## src/rtl/sr_drv_pkg.sv

```systemverilog
`default_nettype none
// ============================================================================
// Module      : sr_drv_pkg
// Description : Shared types and constants for the SR latch driver.
//               FSM state encoding, command opcodes and the read-back
//               check used when the latch result is reported.
// Revision    : 1.0 - initial release
// ============================================================================
package sr_drv_pkg;

    // Driver FSM states, explicitly 2 bits wide
    typedef enum logic [1:0] {
        IDLE   = 2'd0,
        PULSE  = 2'd1,
        SETTLE = 2'd2,
        CHECK  = 2'd3
    } drv_state_t;

    // Command opcodes carried on cmd_op
    localparam logic OP_RESET = 1'b0;
    localparam logic OP_SET   = 1'b1;

    // A result is bad if Q disagrees with the command, or if Q and Qbar
    // read the same level (a latch stuck or never properly resolved).
    function automatic logic check_fail(input logic q_s,
                                        input logic qbar_s,
                                        input logic op);
        return (q_s != op) | (q_s == qbar_s);
    endfunction

endpackage
`default_nettype wire

```

## src/rtl/sr_latch_driver_sync2.sv

```systemverilog
`default_nettype none
// ============================================================================
// Module      : sync2
// Description : Two-flop synchroniser for one asynchronous level signal.
//               Both flops clear to 0 on synchronous active-low reset.
// Ports       : clock   - rising-edge clock
//               reset_n - synchronous active-low reset
//               i_d     - asynchronous input
//               o_q     - synchronised output (2 cycles of latency)
// Revision    : 1.0 - initial release
// ============================================================================
module sync2
    import sr_drv_pkg::*;
(
    input  logic clock,
    input  logic reset_n,
    input  logic i_d,
    output logic o_q
);

    logic r_meta;
    logic r_sync;

    always_ff @(posedge clock) begin
        if (!reset_n) begin
            r_meta <= 1'b0;
            r_sync <= 1'b0;
        end else begin
            r_meta <= i_d;
            r_sync <= r_meta;
        end
    end

    assign o_q = r_sync;

endmodule
`default_nettype wire

```

## src/rtl/sr_latch_driver.sv

```systemverilog
`default_nettype none
// ============================================================================
// Module      : sr_latch_driver
// Description : Clocked driver for an asynchronous active-low SR latch.
//               Accepts set/reset commands, pulses Sbar or Rbar low for
//               PULSE_W cycles, lets the latch and synchronisers settle,
//               then reports the read-back Q and an error flag.
// Ports       : clock      - rising-edge clock
//               reset_n    - synchronous active-low reset
//               cmd_valid  - command request
//               cmd_ready  - driver idle, command accepted on valid&ready
//               cmd_op     - 1 = set (pulse Sbar), 0 = reset (pulse Rbar)
//               latch_sbar - to latch Sbar (registered, active low)
//               latch_rbar - to latch Rbar (registered, active low)
//               latch_q    - from latch Q (asynchronous)
//               latch_qbar - from latch Qbar (asynchronous)
//               done_valid - one-cycle result strobe
//               done_q     - synchronised Q sampled at the check
//               done_err   - read-back check failure
// Revision    : 1.0 - initial release
// ============================================================================
module sr_latch_driver
    import sr_drv_pkg::*;
#(
    parameter int PULSE_W  = 4,
    parameter int SETTLE_W = 2,
    parameter int CNT_W    = 8
) (
    input  logic clock,
    input  logic reset_n,
    input  logic cmd_valid,
    output logic cmd_ready,
    input  logic cmd_op,
    output logic latch_sbar,
    output logic latch_rbar,
    input  logic latch_q,
    input  logic latch_qbar,
    output logic done_valid,
    output logic done_q,
    output logic done_err
);

    // Phase lengths; the settle phase adds 2 cycles so the read-back has
    // passed through both synchroniser flops before it is sampled.
    localparam logic [CNT_W-1:0] c_cnt_one   = CNT_W'(1);
    localparam logic [CNT_W-1:0] c_pulse_ld  = CNT_W'(PULSE_W);
    localparam logic [CNT_W-1:0] c_settle_ld = CNT_W'(SETTLE_W + 2);

    drv_state_t       r_state;
    logic [CNT_W-1:0] r_cnt;
    logic             r_op;

    logic             w_q_s;
    logic             w_qbar_s;

    sync2 u_sync_q (
        .clock   (clock),
        .reset_n (reset_n),
        .i_d     (latch_q),
        .o_q     (w_q_s)
    );

    sync2 u_sync_qbar (
        .clock   (clock),
        .reset_n (reset_n),
        .i_d     (latch_qbar),
        .o_q     (w_qbar_s)
    );

    // Single registered FSM. Sbar and Rbar are only ever driven low from
    // the IDLE accept branch, which selects exactly one of them from
    // cmd_op, so both can never be low together. Reset forces both high.
    always_ff @(posedge clock) begin
        if (!reset_n) begin
            r_state    <= IDLE;
            r_cnt      <= '0;
            r_op       <= OP_RESET;
            latch_sbar <= 1'b1;
            latch_rbar <= 1'b1;
            cmd_ready  <= 1'b1;
            done_valid <= 1'b0;
            done_q     <= 1'b0;
            done_err   <= 1'b0;
        end else begin
            case (r_state)
                IDLE: begin
                    if (cmd_valid) begin
                        r_state    <= PULSE;
                        r_op       <= cmd_op;
                        r_cnt      <= c_pulse_ld;
                        cmd_ready  <= 1'b0;
                        latch_sbar <= (cmd_op != OP_SET);
                        latch_rbar <= (cmd_op != OP_RESET);
                    end
                end

                PULSE: begin
                    if (r_cnt == c_cnt_one) begin
                        r_state    <= SETTLE;
                        r_cnt      <= c_settle_ld;
                        latch_sbar <= 1'b1;
                        latch_rbar <= 1'b1;
                    end else begin
                        r_cnt <= r_cnt - c_cnt_one;
                    end
                end

                SETTLE: begin
                    if (r_cnt == c_cnt_one) begin
                        r_state    <= CHECK;
                        done_valid <= 1'b1;
                        done_q     <= w_q_s;
                        done_err   <= check_fail(w_q_s, w_qbar_s, r_op);
                    end else begin
                        r_cnt <= r_cnt - c_cnt_one;
                    end
                end

                CHECK: begin
                    r_state    <= IDLE;
                    done_valid <= 1'b0;
                    cmd_ready  <= 1'b1;
                end

                default: begin
                    r_state    <= IDLE;
                    latch_sbar <= 1'b1;
                    latch_rbar <= 1'b1;
                    cmd_ready  <= 1'b1;
                    done_valid <= 1'b0;
                end
            endcase
        end
    end

endmodule
`default_nettype wire

```

## config.mk

```make
export PLATFORM = sky130hd
export DESIGN_NAME = sr_latch_driver
export DESIGN_NICKNAME = d
export VERILOG_FILES = /design/src/rtl/sr_drv_pkg.sv /design/src/rtl/sr_latch_driver_sync2.sv /design/src/rtl/sr_latch_driver.sv
export SDC_FILE = /design/constraint.sdc
export NUM_CORES = 1
export LEC_CHECK = 0
export CORE_ASPECT_RATIO = 2
export CORE_MARGIN = 3
export CORE_UTILIZATION = 24
export DETAILED_ROUTE_END_ITERATION = 8
export PLACE_DENSITY = 0.52
export SLEW_MARGIN = 20
export SYNTH_ARGS = -nofsm -noshare
export SYNTH_HDL_FRONTEND = slang
export SYNTH_SLANG_ARGS = --single-unit
```

## constraint.sdc

```tcl
create_clock -name clock -period 1.6 [get_ports clock]
set_input_delay 0.48 -clock clock [delete_from_list [all_inputs] [get_ports clock]]
set_output_delay 0.48 -clock clock [all_outputs]
set_load 0.1 [all_outputs]
```

=== Word-level counts from Yosys, hierarchy flattened ===
Index checks and enable logic that the tools add are counted.

* Add/sub/neg operators: 1
* $mul: 0
* Divide/modulo/power cells: 0
* Magnitude comparators: 0
* Equality and inequality tests: 10
* Shift-type cells: 0
* Mux-type cells: 16
* Bitwise logic cells: 2
* Reductions and logical operators: 12

{| class="wikitable"
|+ Operator list
! operator !! count
|-
| $mux 8 || 3
|-
| $pmux 8 s3 || 1
|-
| $reduce_and 3->1 || 3
|-
| $eq 8x1->1 const B || 1
|-
| $ne 2x2->1 const B || 4
|-
| $pmux 1 s2 || 4
|-
| $pmux 2 s4 || 1
|-
| $reduce_and 2->1 || 4
|-
| $sub 8x1->8 const B || 1
|-
| $mux 2 || 3
|-
| $reduce_bool 2->1 || 3
|-
| $eq 2x2->1 const B || 2
|-
| $mux 1 || 4
|-
| $reduce_bool 3->1 || 1
|-
| $eq 2x1->1 const B || 1
|-
| $logic_not 2->1 || 1
|-
| $eq 1x1->1 || 1
|-
| $ne 1x1->1 || 1
|-
| $not 1->1 || 1
|-
| $or 1x1->1 || 1
|}

* Bits in registers: 21
* Bits in latches: 0
* Memory bits (writable): 0
* Bits in read-only memories: 0
* Input port bits: 6
* Output and inout bits: 6
* Logic and storage cells: 54
* Memories kept: 0

=== Longest topological paths before layout ===
* Word-level depth: 3
* Mapped depth: 7
* Gate-level depth less buffers: 6

=== By module ===
A second synthesis with hierarchy kept.

* Cell total of the unflattened synthesis: 119
* Area total of the unflattened synthesis: 1104.8 µm²

{| class="wikitable"
|+ By module, submodules not included
! module !! times used !! cells each !! area each (µm²) !! sequential area each (µm²)
|-
| sr_latch_driver || 1 || 111 || 999.7 || 340.3
|-
| sync2 || 2 || 4 || 52.6 || 40.0
|}

=== Worst setup path after synthesis ===
Ideal clock, no wire load.

* Path type: reg2reg
* From: register r_state[1]
* To: register r_cnt[4]
* Library setup time: 0.058 ns
* Arrival time: 1.586 ns
* Required time: 1.542 ns
* Setup slack: -0.044 ns
* Cell stages (with the launch flop): 8
* Buffers on the path: 1
* Period minus slack after synthesis: 1.644 ns
* Path through: dfxtp_1 -> inv_1 -> ha_1 -> clkbuf_1 -> o211ai_1 -> nor3_1 -> nor4b_1 -> a211o_1

* Word-level cells in the longest chain between the ends: 3
* Elaborated cells on any way between the ends: 8
* Classes of those cells: eq/ne (4); mux (1); reduce/logical (3)

{| class="wikitable"
|+ RTL lines
! element !! RTL line !! text
|-
| start: declaration || sr_latch_driver.sv:49 || <nowiki>drv_state_t r_state;</nowiki>
|-
| start signal: assignment || sr_latch_driver.sv:75 || <nowiki>r_state <= IDLE;</nowiki>
|-
| start signal: assignment || sr_latch_driver.sv:88 || <nowiki>r_state <= PULSE;</nowiki>
|-
| start signal: assignment || sr_latch_driver.sv:99 || <nowiki>r_state <= SETTLE;</nowiki>
|-
| $eq 2x2->1, or another cell as far along || sr_latch_driver.sv:85 || <nowiki>case (r_state)</nowiki>
|-
| $ne 2x2->1 (no source line) or $reduce_bool 3->1 (tied branches) || - ||
|-
| $reduce_and 3->1 (no source line) || - ||
|-
| end signal: assignment || sr_latch_driver.sv:90 || <nowiki>r_cnt <= c_pulse_ld;</nowiki>
|-
| end signal: assignment || sr_latch_driver.sv:100 || <nowiki>r_cnt <= c_settle_ld;</nowiki>
|-
| end signal: assignment || sr_latch_driver.sv:104 || <nowiki>r_cnt <= r_cnt - c_cnt_one;</nowiki>
|-
| end: declaration || sr_latch_driver.sv:50 || <nowiki>logic [CNT_W-1:0] r_cnt;</nowiki>
|}

Several ways; a longest one is shown, not always the timed one.
A chain may end at the register's enable or synchronous reset.

=== Worst setup path after layout ===
* From: register r_state[1]
* To: register r_cnt[3]

The elaborated chain is that of the path after synthesis.

==> impl_results.md <==
- Detailed-router iteration count before antenna repair: 4
- Hold-fix buffers, CTS: 0
- Final-layout worst hold slack: 0.433 ns
- Combined global-route utilization of all metal layers: 12.4%
- Tmin final: 1.64 ns
- CTS Root Cell: sky130_fd_sc_hd__clkbuf_8
- Vias/cell: 4.95
- Switch share: 42.5%
- Half-perimeter wire length after detailed placement: 2290 um
- Buffers from clock root to sink, at most: 2
- Setup-violating endpoint count in the final report: 3
- Outcome: finished, violations left
- Count of flip-flops with a built-in enable after synthesis: 0
- Area share of the largest cell type after synthesis: 38.3%
- Total power density per cell area: 1660 nW/um^2
- Horizontal extent of the die: 53.8 um
- Total congestion overflow: 0
- CORE AREA: 4380 sq um
- Violated checks: negative setup slack
- Data required time of the critical path: 1.76 ns
- Number of top-level design ports: 12
- Final setup margin: -0.0370 ns
- Reg clk slew, reported paths: 0.08 ns
- Sort of element at the start of the critical path: flop
- Initial core utilization: 25.1%
- Number of sinks on the clock net: 21
- Comb power frac: 61.1%
- Portion of total power attributed to the clock network: 12.3%
- Yosys top cell by area: sky130_fd_sc_hd__dfxtp_1
- CTS H-Tree Depth: 1
- Floorplan die height: 102 um
- Worst Setup Path Type: flop to flop
- Worst Skew: 0.00742 ns
- Number of instances on the worst hold path: 1
- Fraction of final layout cells with drive strength greater than 1: 40.7%
- Die area: 5470 sq um
- Antenna-violating nets left: 0
- Slew headroom: 76.8%
- Number of vias in the routed layout: 1094
- Share of the yosys chip area belonging to registers: 38.3%
- Final non-filler cell total: 221
- Top achievable clock speed: 0.611 GHz
- Part of the cycle the worst path needs: 102%
- Yosys reg bits: 21
- Post-synthesis area per instance: 8.93 sq um
- Worst vdd rail ir drop: 936 uV
- Prevailing post-synth register cell: sky130_fd_sc_hd__dfxtp_1
- Number of antenna violations at the first check in global routing: 0
- Nets: 181
- Element type at the critical path end: flop
- DRC: 0
- Count of buffers inserted at the top-level ports: 11
- Arrival time at the worst endpoint: 1.80 ns
- Worst min-delay path category: flop to flop
- Hold violation count in the final report: 0
- Number of diodes added for antenna fixing: 0
- Setup repair after global routing missed its margin: true
- P_sw: 0.00124 W
- Maximum fanout along the worst path: 5
- Synth top area cells: sky130_fd_sc_hd__dfxtp_1, sky130_fd_sc_hd__ha_1, sky130_fd_sc_hd__nand2_1, sky130_fd_sc_hd__inv_1, sky130_fd_sc_hd__a211o_1
- Summed instance area of the synthesized netlist: 1100 sq um
- Slew Viols, Final: 0
- Insertion delay of the later-clocked pin in the worst-skew pair: 0.27 ns
- Iteration-0 DRC count of the detailed router: 17
- Total of max-cap violations: 0
- Distinct cell type count of the synthesized netlist: 41
- Most numerous cell types in the synthesized netlist: sky130_fd_sc_hd__dfxtp_1, sky130_fd_sc_hd__nand2_1, sky130_fd_sc_hd__inv_1
- Vias in the first global route: 1157
- Detailed Route WL: 3170 um
- First-pass GRT wire length: 5060 um
- Post-Synthesis Net Count: 136
- Setup slack, reg-to-reg: -0.04 ns
- Synth warnings: 0
- Pin count of the biggest net entering global routing: 16
- Std-Cell Rows: 34
- Area overhead of the layout relative to synthesis: 60.6%
- Most frequently used cell type in the post-synthesis netlist: sky130_fd_sc_hd__dfxtp_1
- Count of placed standard cells including taps: 210
- Post-synthesis async set-or-reset flop share: 0%
- Total CTS buffers: 3
- Pin slew with the least headroom to its limit: 0.345 ns
- Wire per inst: 14.3 um
- Internal power: 0.00168 W
- Pleak: 0.768 nW
- Sequential power share: 26.7%
- Syn Inst Count: 123
- Depth of the worst register-to-register path: 7
- Placer's final routability congestion estimate: 0.844
- Clock tree from TritonCTS: yes
- Final-layout fill cell count: 427
[cell families after synthesis]
kind of cell	count (synthesis)	synth area share (%)
multiplexers	1	0.911
flip-flops	21	38.3
AO/OA/AOI/OAI	31	21.2
AND/OR/NAND/NOR	51	27.1
adder cells (fa/ha/maj)	7	7.97
buffers and inverters	11	3.76
XOR/XNOR	1	0.797
[sequential cells by signal (all words and copies together) (netlist names)]
| register | flops |
|---|---|
| u_sync_q.r_meta | 1 |
| u_sync_qbar.r_meta | 1 |
| done_err | 1 |
| cmd_ready | 1 |
| r_op | 1 |
| u_sync_q.o_q | 1 |
| u_sync_qbar.o_q | 1 |
| done_valid | 1 |
| r_state | 2 |
| latch_rbar | 1 |
| done_q | 1 |
| latch_sbar | 1 |
| r_cnt | 8 |
[path summary, 6_finish.rpt]
| kind | end | start |
|---|---|---|
| hold / removal | u_sync_qbar.o_q | u_sync_qbar.r_meta |
| setup reg to reg | r_cnt[3] | r_state[1] |
| setup / recovery | r_cnt[3] | r_state[1] |
| hold reg to reg | u_sync_qbar.o_q | u_sync_qbar.r_meta |
[cell type report]
class	instances	area, sq um	area share, %
repair buffers	43	415	23.5
multi-input cells	91	768	43.5
flip-flops and latches	21	432	24.5
inverters	8	35.0	1.99
clock inverters	1	5.00	0.284
clock buffers	3	41.3	2.34
well taps	54	67.6	3.83
[power by group through the flow]
stage	Sequential, W	Combinational (W)	Clock, W
2_1_floorplan	0.000885	0.000714	0
3_3_place_gp	0.000740	0.00144	0
3_5_place_dp	0.000747	0.00146	0
4_1_cts	0.000744	0.00160	0.000370
5_1_grt	0.000794	0.00194	0.000386
6_report	0.000781	0.00179	0.000359
[metal layers]
metal | vias to the layer above | track usage (%) | part of all wire [%]
li1 | 537 | - | -
met1 | 542 | 12.3 | 35
met2 | 10 | 23.5 | 61
met3 | 5 | 1.03 | 1.1
met4 | 0 | 6.89 | 2.3
met5 | - | 0 | 0
[what timing repair did]
action	in CTS	in global routing
setup buffers	4	4
endpoints found under the setup margin	10	13
pin swaps	4	10
resized for setup	13	24
[cells in the final DEF, fill, tap and decap left out, types with 4 or more instances in the layout]
cell	instances
sky130_fd_sc_hd__dfxtp_1	18
sky130_fd_sc_hd__a21oi_1	4
sky130_fd_sc_hd__nand2_1	14
sky130_fd_sc_hd__buf_12	6
sky130_fd_sc_hd__a31oi_1	4
sky130_fd_sc_hd__buf_4	31
sky130_fd_sc_hd__nand3_1	4
sky130_fd_sc_hd__and2_1	4
sky130_fd_sc_hd__inv_1	6
[worst max-delay path: stages, from the launching register on]
cell                       delay [ns]
sky130_fd_sc_hd__dfxtp_4         0.39
sky130_fd_sc_hd__inv_4           0.05
sky130_fd_sc_hd__ha_4            0.15
sky130_fd_sc_hd__o211ai_1        0.27
sky130_fd_sc_hd__nor3_2          0.09
sky130_fd_sc_hd__buf_4           0.17
sky130_fd_sc_hd__and3_4          0.16
sky130_fd_sc_hd__a211o_1         0.25
[stage by stage]
stage	worst slack, ns	power, W	util (%)	TNS (ns)	cell area [sq um]
after global routing	-0.0876	0.00312	40.3	-0.526	1760
after detailed placement	-0.414	0.00221	34.6	-3.78	1520
final	-0.0370	0.00293	40.3	-0.0480	1760
after floorplan	-0.000789	0.00160	-	-0.000789	1100
after global placement	-0.356	0.00218	34.6	-3.19	1520
after CTS	-0.0193	0.00271	37.4	-0.0422	1640
Power figures use the tool's default switching activity.
